--- src/rtl/chip8_mem_arbiter_pkg.sv ---
// Shared constants, master ids and address helpers for the chip8 RAM arbiter.
// Latency: n/a (declarations only).
// Backpressure: n/a.
package chip8_mem_pkg;

    localparam int ADDR_W   = 12;
    localparam int DATA_W   = 8;
    localparam int FB_BYTES = 256;
    localparam int FB_AW    = $clog2(FB_BYTES);
    localparam int STARVE_W = 3;

    localparam logic [ADDR_W-1:0] FB_BASE_DFLT          = 12'h100;
    localparam int                CPU_STARVE_LIMIT_DFLT = 4;

    // Identifies which read master owns the return slot one cycle after grant.
    typedef enum logic [1:0] {
        MST_NONE = 2'd0,
        MST_VID  = 2'd1,
        MST_PPU  = 2'd2,
        MST_CPU  = 2'd3
    } mst_e;

    // True when addr falls inside the framebuffer window starting at base.
    function automatic logic in_fb_window(input logic [ADDR_W-1:0] addr,
                                          input logic [ADDR_W-1:0] base);
        return (addr >= base) && (addr <= base + ADDR_W'(FB_BYTES - 1));
    endfunction

endpackage

--- src/rtl/chip8_mem_arbiter_if.sv ---
// Bundle of master request/grant/return signals plus the chip8_ram port pins.
// Latency: n/a (wiring only).
// Backpressure: req/addr/data held by the master until its gnt is seen.
interface chip8_mem_arbiter_if;
    import chip8_mem_pkg::*;

    logic                 vid_rd_req;
    logic [FB_AW-1:0]     vid_rd_addr;
    logic                 ppu_rd_req;
    logic [ADDR_W-1:0]    ppu_rd_addr;
    logic                 cpu_rd_req;
    logic [ADDR_W-1:0]    cpu_rd_addr;
    logic                 vid_rd_gnt;
    logic                 ppu_rd_gnt;
    logic                 cpu_rd_gnt;
    logic                 vid_rd_valid;
    logic                 ppu_rd_valid;
    logic                 cpu_rd_valid;
    logic [DATA_W-1:0]    rd_data;

    logic                 ppu_wr_req;
    logic [ADDR_W-1:0]    ppu_wr_addr;
    logic [DATA_W-1:0]    ppu_wr_data;
    logic                 cpu_wr_req;
    logic [ADDR_W-1:0]    cpu_wr_addr;
    logic [DATA_W-1:0]    cpu_wr_data;
    logic                 ppu_wr_gnt;
    logic                 cpu_wr_gnt;
    logic                 ppu_lock;

    logic [ADDR_W-1:0]    mem_read_address;
    logic [DATA_W-1:0]    mem_read_data;
    logic [ADDR_W-1:0]    mem_write_address;
    logic [DATA_W-1:0]    mem_write_data;
    logic                 mem_write_enable;

    // Arbiter side: takes requests and RAM q, drives grants, returns and RAM pins.
    modport slave (
        input  vid_rd_req, vid_rd_addr, ppu_rd_req, ppu_rd_addr, cpu_rd_req, cpu_rd_addr,
        input  ppu_wr_req, ppu_wr_addr, ppu_wr_data, cpu_wr_req, cpu_wr_addr, cpu_wr_data,
        input  ppu_lock, mem_read_data,
        output vid_rd_gnt, ppu_rd_gnt, cpu_rd_gnt,
        output vid_rd_valid, ppu_rd_valid, cpu_rd_valid, rd_data,
        output ppu_wr_gnt, cpu_wr_gnt,
        output mem_read_address, mem_write_address, mem_write_data, mem_write_enable
    );

    // Environment side: the masters and the RAM.
    modport master (
        output vid_rd_req, vid_rd_addr, ppu_rd_req, ppu_rd_addr, cpu_rd_req, cpu_rd_addr,
        output ppu_wr_req, ppu_wr_addr, ppu_wr_data, cpu_wr_req, cpu_wr_addr, cpu_wr_data,
        output ppu_lock, mem_read_data,
        input  vid_rd_gnt, ppu_rd_gnt, cpu_rd_gnt,
        input  vid_rd_valid, ppu_rd_valid, cpu_rd_valid, rd_data,
        input  ppu_wr_gnt, cpu_wr_gnt,
        input  mem_read_address, mem_write_address, mem_write_data, mem_write_enable
    );

endinterface

--- src/rtl/chip8_prio_arb3.sv ---
// Three-input fixed-priority arbiter; input 0 always wins, swap_12 flips 1 vs 2.
// Latency: 0 cycles, purely combinational.
// Backpressure: losers simply see gnt=0 and keep requesting.
module chip8_prio_arb3 (
    input  logic [2:0] req,
    input  logic       swap_12,
    output logic [2:0] gnt
);

    // One-hot grant; input 0 is never overridden by the swap.
    always_comb begin
        gnt = 3'b000;
        if (req[0]) begin
            gnt[0] = 1'b1;
        end else if (swap_12) begin
            if (req[2]) begin
                gnt[2] = 1'b1;
            end else if (req[1]) begin
                gnt[1] = 1'b1;
            end
        end else begin
            if (req[1]) begin
                gnt[1] = 1'b1;
            end else if (req[2]) begin
                gnt[2] = 1'b1;
            end
        end
    end

endmodule

--- src/rtl/chip8_mem_arbiter.sv ---
// Shares chip8_ram between video, ppu and CPU: one read and one write grant per cycle.
// Latency: grant same cycle as request; read data + per-master valid one cycle later.
// Backpressure: denied masters hold req; CPU promoted over ppu after a starvation run.
module chip8_mem_arbiter
    import chip8_mem_pkg::*;
#(
    parameter logic [ADDR_W-1:0] FB_BASE          = FB_BASE_DFLT,
    parameter int                CPU_STARVE_LIMIT = CPU_STARVE_LIMIT_DFLT
) (
    input  logic                clk,
    input  logic                reset,
    chip8_mem_arbiter_if.slave  bus
);

    logic [2:0]          rd_req;
    logic [2:0]          rd_gnt;
    logic [2:0]          wr_req;
    logic [2:0]          wr_gnt;
    logic                rd_any;
    logic                wr_any;
    logic                starve_swap;
    logic                cpu_fb_blocked;

    logic [STARVE_W-1:0] starve_cnt_d, starve_cnt_q;
    mst_e                tag_d, tag_q;
    logic                bypass_d, bypass_q;
    logic [ADDR_W-1:0]   raddr_d, raddr_q;
    logic [ADDR_W-1:0]   waddr_d, waddr_q;
    logic [DATA_W-1:0]   wdat_d, wdat_q;

    // Requests are masked while reset is low so every grant reads 0 during reset.
    assign rd_req = {bus.cpu_rd_req, bus.ppu_rd_req, bus.vid_rd_req} & {3{reset}};

    // CPU writes into the framebuffer must not tear a ppu draw in progress.
    assign cpu_fb_blocked = bus.ppu_lock && in_fb_window(bus.cpu_wr_addr, FB_BASE);
    assign wr_req = {bus.cpu_wr_req && !cpu_fb_blocked, bus.ppu_wr_req, 1'b0} & {3{reset}};

    assign starve_swap = (starve_cnt_q == STARVE_W'(CPU_STARVE_LIMIT));

    chip8_prio_arb3 u_rd_arb (
        .req     (rd_req),
        .swap_12 (starve_swap),
        .gnt     (rd_gnt)
    );

    chip8_prio_arb3 u_wr_arb (
        .req     (wr_req),
        .swap_12 (1'b0),
        .gnt     (wr_gnt)
    );

    assign rd_any = |rd_gnt;
    assign wr_any = |wr_gnt;

    // Read address mux and return tag; address holds its last value when idle.
    always_comb begin
        raddr_d = raddr_q;
        tag_d   = MST_NONE;
        if (rd_gnt[0]) begin
            raddr_d = FB_BASE + ADDR_W'(bus.vid_rd_addr);
            tag_d   = MST_VID;
        end else if (rd_gnt[1]) begin
            raddr_d = bus.ppu_rd_addr;
            tag_d   = MST_PPU;
        end else if (rd_gnt[2]) begin
            raddr_d = bus.cpu_rd_addr;
            tag_d   = MST_CPU;
        end
    end

    // Write address/data mux; both hold their last values when no write is granted.
    always_comb begin
        waddr_d = waddr_q;
        wdat_d  = wdat_q;
        if (wr_gnt[1]) begin
            waddr_d = bus.ppu_wr_addr;
            wdat_d  = bus.ppu_wr_data;
        end else if (wr_gnt[2]) begin
            waddr_d = bus.cpu_wr_addr;
            wdat_d  = bus.cpu_wr_data;
        end
    end

    // RAM reads the old byte on a same-address collision, so remember to return the
    // new byte instead; wdat_q already holds it in the following cycle.
    always_comb begin
        bypass_d = rd_any && wr_any && (raddr_d == waddr_d);
    end

    // Count consecutive cycles the CPU read is refused, saturating at the counter max.
    always_comb begin
        starve_cnt_d = starve_cnt_q;
        if (!bus.cpu_rd_req || rd_gnt[2]) begin
            starve_cnt_d = '0;
        end else if (starve_cnt_q != {STARVE_W{1'b1}}) begin
            starve_cnt_d = starve_cnt_q + 1'b1;
        end
    end

    // State registers; async reset drops any in-flight return.
    always_ff @(posedge clk or negedge reset) begin
        if (!reset) begin
            starve_cnt_q <= '0;
            tag_q        <= MST_NONE;
            bypass_q     <= 1'b0;
            raddr_q      <= '0;
            waddr_q      <= '0;
            wdat_q       <= '0;
        end else begin
            starve_cnt_q <= starve_cnt_d;
            tag_q        <= tag_d;
            bypass_q     <= bypass_d;
            raddr_q      <= raddr_d;
            waddr_q      <= waddr_d;
            wdat_q       <= wdat_d;
        end
    end

    assign bus.vid_rd_gnt = rd_gnt[0];
    assign bus.ppu_rd_gnt = rd_gnt[1];
    assign bus.cpu_rd_gnt = rd_gnt[2];
    assign bus.ppu_wr_gnt = wr_gnt[1];
    assign bus.cpu_wr_gnt = wr_gnt[2];

    assign bus.mem_read_address  = raddr_d;
    assign bus.mem_write_address = waddr_d;
    assign bus.mem_write_data    = wdat_d;
    assign bus.mem_write_enable  = wr_any;

    assign bus.vid_rd_valid = (tag_q == MST_VID);
    assign bus.ppu_rd_valid = (tag_q == MST_PPU);
    assign bus.cpu_rd_valid = (tag_q == MST_CPU);

    // Return bus is quiet (0) whenever no master owns the slot, including in reset.
    assign bus.rd_data = (tag_q == MST_NONE) ? '0 :
                         (bypass_q ? wdat_q : bus.mem_read_data);

endmodule

--- src/flat_wrapper.sv ---
// flat-port wrapper written by rule: the top's interface ports become plain ports
module chip8_mem_arbiter_flat import chip8_mem_pkg::*;
#(
    parameter logic [ADDR_W-1:0] FB_BASE          = FB_BASE_DFLT,
    parameter int                CPU_STARVE_LIMIT = CPU_STARVE_LIMIT_DFLT
)
  (clk, reset, bus_vid_rd_req, bus_vid_rd_addr, bus_ppu_rd_req, bus_ppu_rd_addr, bus_cpu_rd_req, bus_cpu_rd_addr, bus_ppu_wr_req, bus_ppu_wr_addr, bus_ppu_wr_data, bus_cpu_wr_req, bus_cpu_wr_addr, bus_cpu_wr_data, bus_ppu_lock, bus_mem_read_data, bus_vid_rd_gnt, bus_ppu_rd_gnt, bus_cpu_rd_gnt, bus_vid_rd_valid, bus_ppu_rd_valid, bus_cpu_rd_valid, bus_rd_data, bus_ppu_wr_gnt, bus_cpu_wr_gnt, bus_mem_read_address, bus_mem_write_address, bus_mem_write_data, bus_mem_write_enable);
  chip8_mem_arbiter_if bus_i ();
  input  logic clk;
  input  logic reset;
  input wire logic [$bits(bus_i.vid_rd_req)-1:0] bus_vid_rd_req;
  input wire logic [$bits(bus_i.vid_rd_addr)-1:0] bus_vid_rd_addr;
  input wire logic [$bits(bus_i.ppu_rd_req)-1:0] bus_ppu_rd_req;
  input wire logic [$bits(bus_i.ppu_rd_addr)-1:0] bus_ppu_rd_addr;
  input wire logic [$bits(bus_i.cpu_rd_req)-1:0] bus_cpu_rd_req;
  input wire logic [$bits(bus_i.cpu_rd_addr)-1:0] bus_cpu_rd_addr;
  input wire logic [$bits(bus_i.ppu_wr_req)-1:0] bus_ppu_wr_req;
  input wire logic [$bits(bus_i.ppu_wr_addr)-1:0] bus_ppu_wr_addr;
  input wire logic [$bits(bus_i.ppu_wr_data)-1:0] bus_ppu_wr_data;
  input wire logic [$bits(bus_i.cpu_wr_req)-1:0] bus_cpu_wr_req;
  input wire logic [$bits(bus_i.cpu_wr_addr)-1:0] bus_cpu_wr_addr;
  input wire logic [$bits(bus_i.cpu_wr_data)-1:0] bus_cpu_wr_data;
  input wire logic [$bits(bus_i.ppu_lock)-1:0] bus_ppu_lock;
  input wire logic [$bits(bus_i.mem_read_data)-1:0] bus_mem_read_data;
  output wire logic [$bits(bus_i.vid_rd_gnt)-1:0] bus_vid_rd_gnt;
  output wire logic [$bits(bus_i.ppu_rd_gnt)-1:0] bus_ppu_rd_gnt;
  output wire logic [$bits(bus_i.cpu_rd_gnt)-1:0] bus_cpu_rd_gnt;
  output wire logic [$bits(bus_i.vid_rd_valid)-1:0] bus_vid_rd_valid;
  output wire logic [$bits(bus_i.ppu_rd_valid)-1:0] bus_ppu_rd_valid;
  output wire logic [$bits(bus_i.cpu_rd_valid)-1:0] bus_cpu_rd_valid;
  output wire logic [$bits(bus_i.rd_data)-1:0] bus_rd_data;
  output wire logic [$bits(bus_i.ppu_wr_gnt)-1:0] bus_ppu_wr_gnt;
  output wire logic [$bits(bus_i.cpu_wr_gnt)-1:0] bus_cpu_wr_gnt;
  output wire logic [$bits(bus_i.mem_read_address)-1:0] bus_mem_read_address;
  output wire logic [$bits(bus_i.mem_write_address)-1:0] bus_mem_write_address;
  output wire logic [$bits(bus_i.mem_write_data)-1:0] bus_mem_write_data;
  output wire logic [$bits(bus_i.mem_write_enable)-1:0] bus_mem_write_enable;
  assign bus_i.vid_rd_req = bus_vid_rd_req;
  assign bus_i.vid_rd_addr = bus_vid_rd_addr;
  assign bus_i.ppu_rd_req = bus_ppu_rd_req;
  assign bus_i.ppu_rd_addr = bus_ppu_rd_addr;
  assign bus_i.cpu_rd_req = bus_cpu_rd_req;
  assign bus_i.cpu_rd_addr = bus_cpu_rd_addr;
  assign bus_i.ppu_wr_req = bus_ppu_wr_req;
  assign bus_i.ppu_wr_addr = bus_ppu_wr_addr;
  assign bus_i.ppu_wr_data = bus_ppu_wr_data;
  assign bus_i.cpu_wr_req = bus_cpu_wr_req;
  assign bus_i.cpu_wr_addr = bus_cpu_wr_addr;
  assign bus_i.cpu_wr_data = bus_cpu_wr_data;
  assign bus_i.ppu_lock = bus_ppu_lock;
  assign bus_i.mem_read_data = bus_mem_read_data;
  assign bus_vid_rd_gnt = bus_i.vid_rd_gnt;
  assign bus_ppu_rd_gnt = bus_i.ppu_rd_gnt;
  assign bus_cpu_rd_gnt = bus_i.cpu_rd_gnt;
  assign bus_vid_rd_valid = bus_i.vid_rd_valid;
  assign bus_ppu_rd_valid = bus_i.ppu_rd_valid;
  assign bus_cpu_rd_valid = bus_i.cpu_rd_valid;
  assign bus_rd_data = bus_i.rd_data;
  assign bus_ppu_wr_gnt = bus_i.ppu_wr_gnt;
  assign bus_cpu_wr_gnt = bus_i.cpu_wr_gnt;
  assign bus_mem_read_address = bus_i.mem_read_address;
  assign bus_mem_write_address = bus_i.mem_write_address;
  assign bus_mem_write_data = bus_i.mem_write_data;
  assign bus_mem_write_enable = bus_i.mem_write_enable;
  chip8_mem_arbiter #(.FB_BASE(FB_BASE), .CPU_STARVE_LIMIT(CPU_STARVE_LIMIT)) u_core (.clk(clk), .reset(reset), .bus(bus_i));
endmodule
--- config.mk ---
export PLATFORM = sky130hd
export DESIGN_NAME = chip8_mem_arbiter_flat
export DESIGN_NICKNAME = d
export VERILOG_FILES = /design/src/rtl/chip8_mem_arbiter_pkg.sv /design/src/rtl/chip8_mem_arbiter_if.sv /design/src/rtl/chip8_prio_arb3.sv /design/src/rtl/chip8_mem_arbiter.sv /design/src/flat_wrapper.sv
export SDC_FILE = /design/constraint.sdc
export NUM_CORES = 1
export LEC_CHECK = 0
export CAP_MARGIN = 5
export CORE_AREA = 2 2 85 87
export CTS_BUF_LIST = sky130_fd_sc_hd__clkbuf_16
export CTS_CLUSTER_SIZE = 10
export DETAILED_ROUTE_END_ITERATION = 10
export DIE_AREA = 0 0 87 89
export MAX_ROUTING_LAYER = met4
export PLACE_DENSITY = 0.86
export SYNTH_ARGS = -nofsm -noshare
export SYNTH_HDL_FRONTEND = slang
export SYNTH_SLANG_ARGS = --single-unit
--- constraint.sdc ---
create_clock -name clk -period 1.8 [get_ports clk]
set_input_delay 0.18 -clock clk [delete_from_list [all_inputs] [get_ports clk]]
set_output_delay 0.18 -clock clk [all_outputs]
set_load 0.05 [all_outputs]
==> results.md <==
- Starting DRT DRC Count: 279
- Compound-cell area share of the yosys netlist: 18.7%
- H-tree depth: 2
- Syn-to-layout area delta: 156%
- Fmax: 453 MHz
- Core Util, Final: 82.8%
- First-pass GRT wire length: 16800 microns
- TritonCTS clock tree: yes
- Largest family of logic cells by synthesized area: simple AND/OR/NAND/NOR gates
- CP startpoint kind: flop
- Placer Congestion: between 0.9 and 1
- Post-synthesis register bit count: 38
- Post-DR wirelength/cell: roughly 23 microns
- Final hold vios: 0
- Ys async rst share: 100%
- Final setup margin: -0.408 ns
- Clock Latency Late Sink: approximately 0.28 ns
- Tightest Hold Check Type: in2async
- Post-synth EDFFs: 0
- Die extent in y: 89 microns
- Design Area, Final: 5570 sq um
- Post-Synth Adder-Cell Area: 1.73%
- Top cell type by total area after synthesis: dfrtp_1
- Placed cell areas: 4580 sq um
- N_diodes: 0
- Width of the die: 87 microns
- Share of post-route cells with drive strength above 1: 51.4%
- Critical path class: reg2reg
- Post-Syn Area: 2180 sq um
- Clk pin slew, worst setup/hold paths: 0.06 ns
- IO Port Bufs: 136
- Post-placement cell count: 506
- Xor and xnor area share after synthesis: 5.23%
- Final Setup Violations: 15
- DRC: 0
- Leak: 2.39 nW
- Vias per cell: 5.80
- Most common cell in the netlist: dfrtp_1
- Num rows: 30
- Root Driver: clkbuf_16
- Routed Wire Length: 12800 microns
- Gr usage total: 29.3%
- CTS sink cnt: 38
- Post-Syn Nets: 329
- Core footprint: 6720 sq um
- Dpl hpwl: 7070 microns
- Post-route ant nets: 0
- Clock buffer depth: 2
- Most used DFF post-synth: dfrtp_1
- Min Tclk post-route: 2.21 ns
- Clock Skews: ~0.0045 ns
- Total grt overflow: 0
- Final net count: 561
- Fin Setup TNS: -3.44 ns
- Peak VDD IR: 0.654 mV
- Failing checks: negative setup slack
- Synth cell count leaders: dfrtp_1 (38), nor2_1 (30), nand3_1 (24)
- Synth Area in Simple Gates: between 20 and 25%
- RSZ-0062 raised after global routing: yes
- Largest net degree at the start of global routing: 25
- TritonCTS buffer count: 5
- Critical path data required time: around 2.0 ns
- Slew Limit Fails: 0
- Synth unique cells: 38
- Initial antenna violation count: 0
- Crit path DAT: 2.39 ns
- Final period utilization: 123%
- Run status: complete, but fails checks
- Finished Layout Cells: 551
- CP max FO: 11
- Power density cells: 781 nW/um^2
- Ranking of synthesized cells by area: dfrtp_1 (44%), nand3_1 (5.5%), nor2_1 (5.2%)
- 1st-pass router iterations: 6
- Mean area per synthesized cell: just over 9 sq um
- Sequential cell area fraction in the yosys report: 43.7%
- Post-Syn Instances: 238
- Max transition margin: 63.9%
- Worst Setup End Kind: flop
- Vias: approximately 3200
- Die area: 7740 sq um
- Synth top area share: a little over two fifths
- Mux share of post-synthesis cell area: 4.60%
- Pre-CTS WS: -0.552 ns
- Tightest Pin Transition: 0.539 ns
- Vias in the first global route: 3278
- Warning count from the yosys run: 0
- Initial core utilization: 32.4%
- Maxcap violations: 0
- I/O Pins: between 100 and 150
flip-flops by register name (all words and copies together) (netlist names):
register             count
u_core.starve_cnt_q      3
u_core.bypass_q          1
u_core.wdat_q            8
u_core.waddr_q          12
u_core.tag_q             2
u_core.raddr_q          12
cell usage in the layout (no fill, tap or decap), types with 4 or more instances in the layout:
cell type | netlist | routed
a31oi_4 | 0 | 9
nand3_2 | 0 | 9
buf_8 | 0 | 5
dfrtp_1 | 38 | 38
o22ai_4 | 0 | 6
nand2_1 | 13 | 9
buf_12 | 0 | 38
nor2_2 | 0 | 5
a21oi_4 | 0 | 8
buf_4 | 0 | 81
xnor2_1 | 10 | 9
a221o_1 | 7 | 4
a21oi_2 | 0 | 9
nor2_1 | 30 | 24
o21ai_0 | 4 | 4
clkbuf_16 | 0 | 5
and3_1 | 10 | 10
buf_6 | 1 | 21
mux2i_1 | 10 | 10
nand3_1 | 24 | 12
clkdlybuf4s50_1 | 0 | 77
stage by stage:
| step | hold WS [ns] | total power [mW] |
|---|---|---|
| after floorplan | -0.116 | 1.81 |
| after global placement | 0.263 | 2.73 |
| after detailed placement | 0.244 | 2.76 |
| after CTS | 0.00433 | 4.11 |
| after global routing | 0.0743 | 4.46 |
| final | 0.0650 | 4.35 |
worst max-delay path, cell delays in order (launching register included):
cell,delay (ns)
dfrtp_1,0.40
inv_2,0.07
ha_4,0.17
a21bo_4,0.23
buf_8,0.15
nand3_2,0.11
a31oi_4,0.11
buf_4,0.16
xnor2_1,0.24
nand4_1,0.23
nor4_2,0.22
layer usage:
| metal | GRT usage [%] | routed length (microns) | vias up |
|---|---|---|---|
| met3 | 6.56 | 1040 | 61 |
| met4 | 12.8 | 580 | 0 |
| met5 | - | 0 | - |
| met2 | 50.7 | 6740 | 257 |
| met1 | 32.4 | 4420 | 1541 |
| li1 | - | - | 1337 |
what timing repair did:
action,4_1_cts,5_1_grt
pin swaps,22,24
buffers inserted,28,5
cloned,4,0
hold endpoints to repair,5,8
hold buffers,2,1
gates resized for setup,87,57
setup endpoints to repair,39,33
where the power goes:
part | switching, mW | internal, mW
Combinational | 1.09 | 1.06
Clock | 0.378 | 0.797
Sequential | 0.0687 | 0.956
kinds of logic after synthesis:
kind of cell,count (synthesis)
flops,38
fa+ha+maj,3
buf+inv,22
mux,10
compound gates,60
simple gates,92
xor+xnor,13
final timing paths:
check,cells past startpoint,slack [ns],from,endpoint
min in group clk,5,0.51,bus_cpu_wr_addr[11],u_core.waddr_q[11]$_DFF_PN0_
setup reg to reg,10,-0.41,u_core.starve_cnt_q[1]$_DFFE_PN0P_,u_core.bypass_q$_DFF_PN0_
setup / recovery,10,-0.41,u_core.starve_cnt_q[1]$_DFFE_PN0P_,u_core.bypass_q$_DFF_PN0_
hold / removal,2,0.06,reset,u_core.raddr_q[0]$_DFF_PN0_
hold reg to reg,1,0.57,u_core.waddr_q[11]$_DFF_PN0_,u_core.waddr_q[11]$_DFF_PN0_
max in group asynchronous,3,0.82,reset,u_core.raddr_q[2]$_DFF_PN0_
cell type report:
| type | count | area, sq um |
|---|---|---|
| Clock buffer | 5 | 125 |
| Clock inverter | 3 | 68.8 |
| Fill cell | 306 | 1150 |
| Inverter | 10 | 51.3 |
| Multi-Input combinational cell | 180 | 1720 |
| Sequential cell | 38 | 951 |
| Tap cell | 80 | 100 |
| Timing Repair Buffer | 234 | 2550 |
| Timing Repair inverter | 1 | 6.26 |
Note: power is estimated with default switching activity, not from simulation.
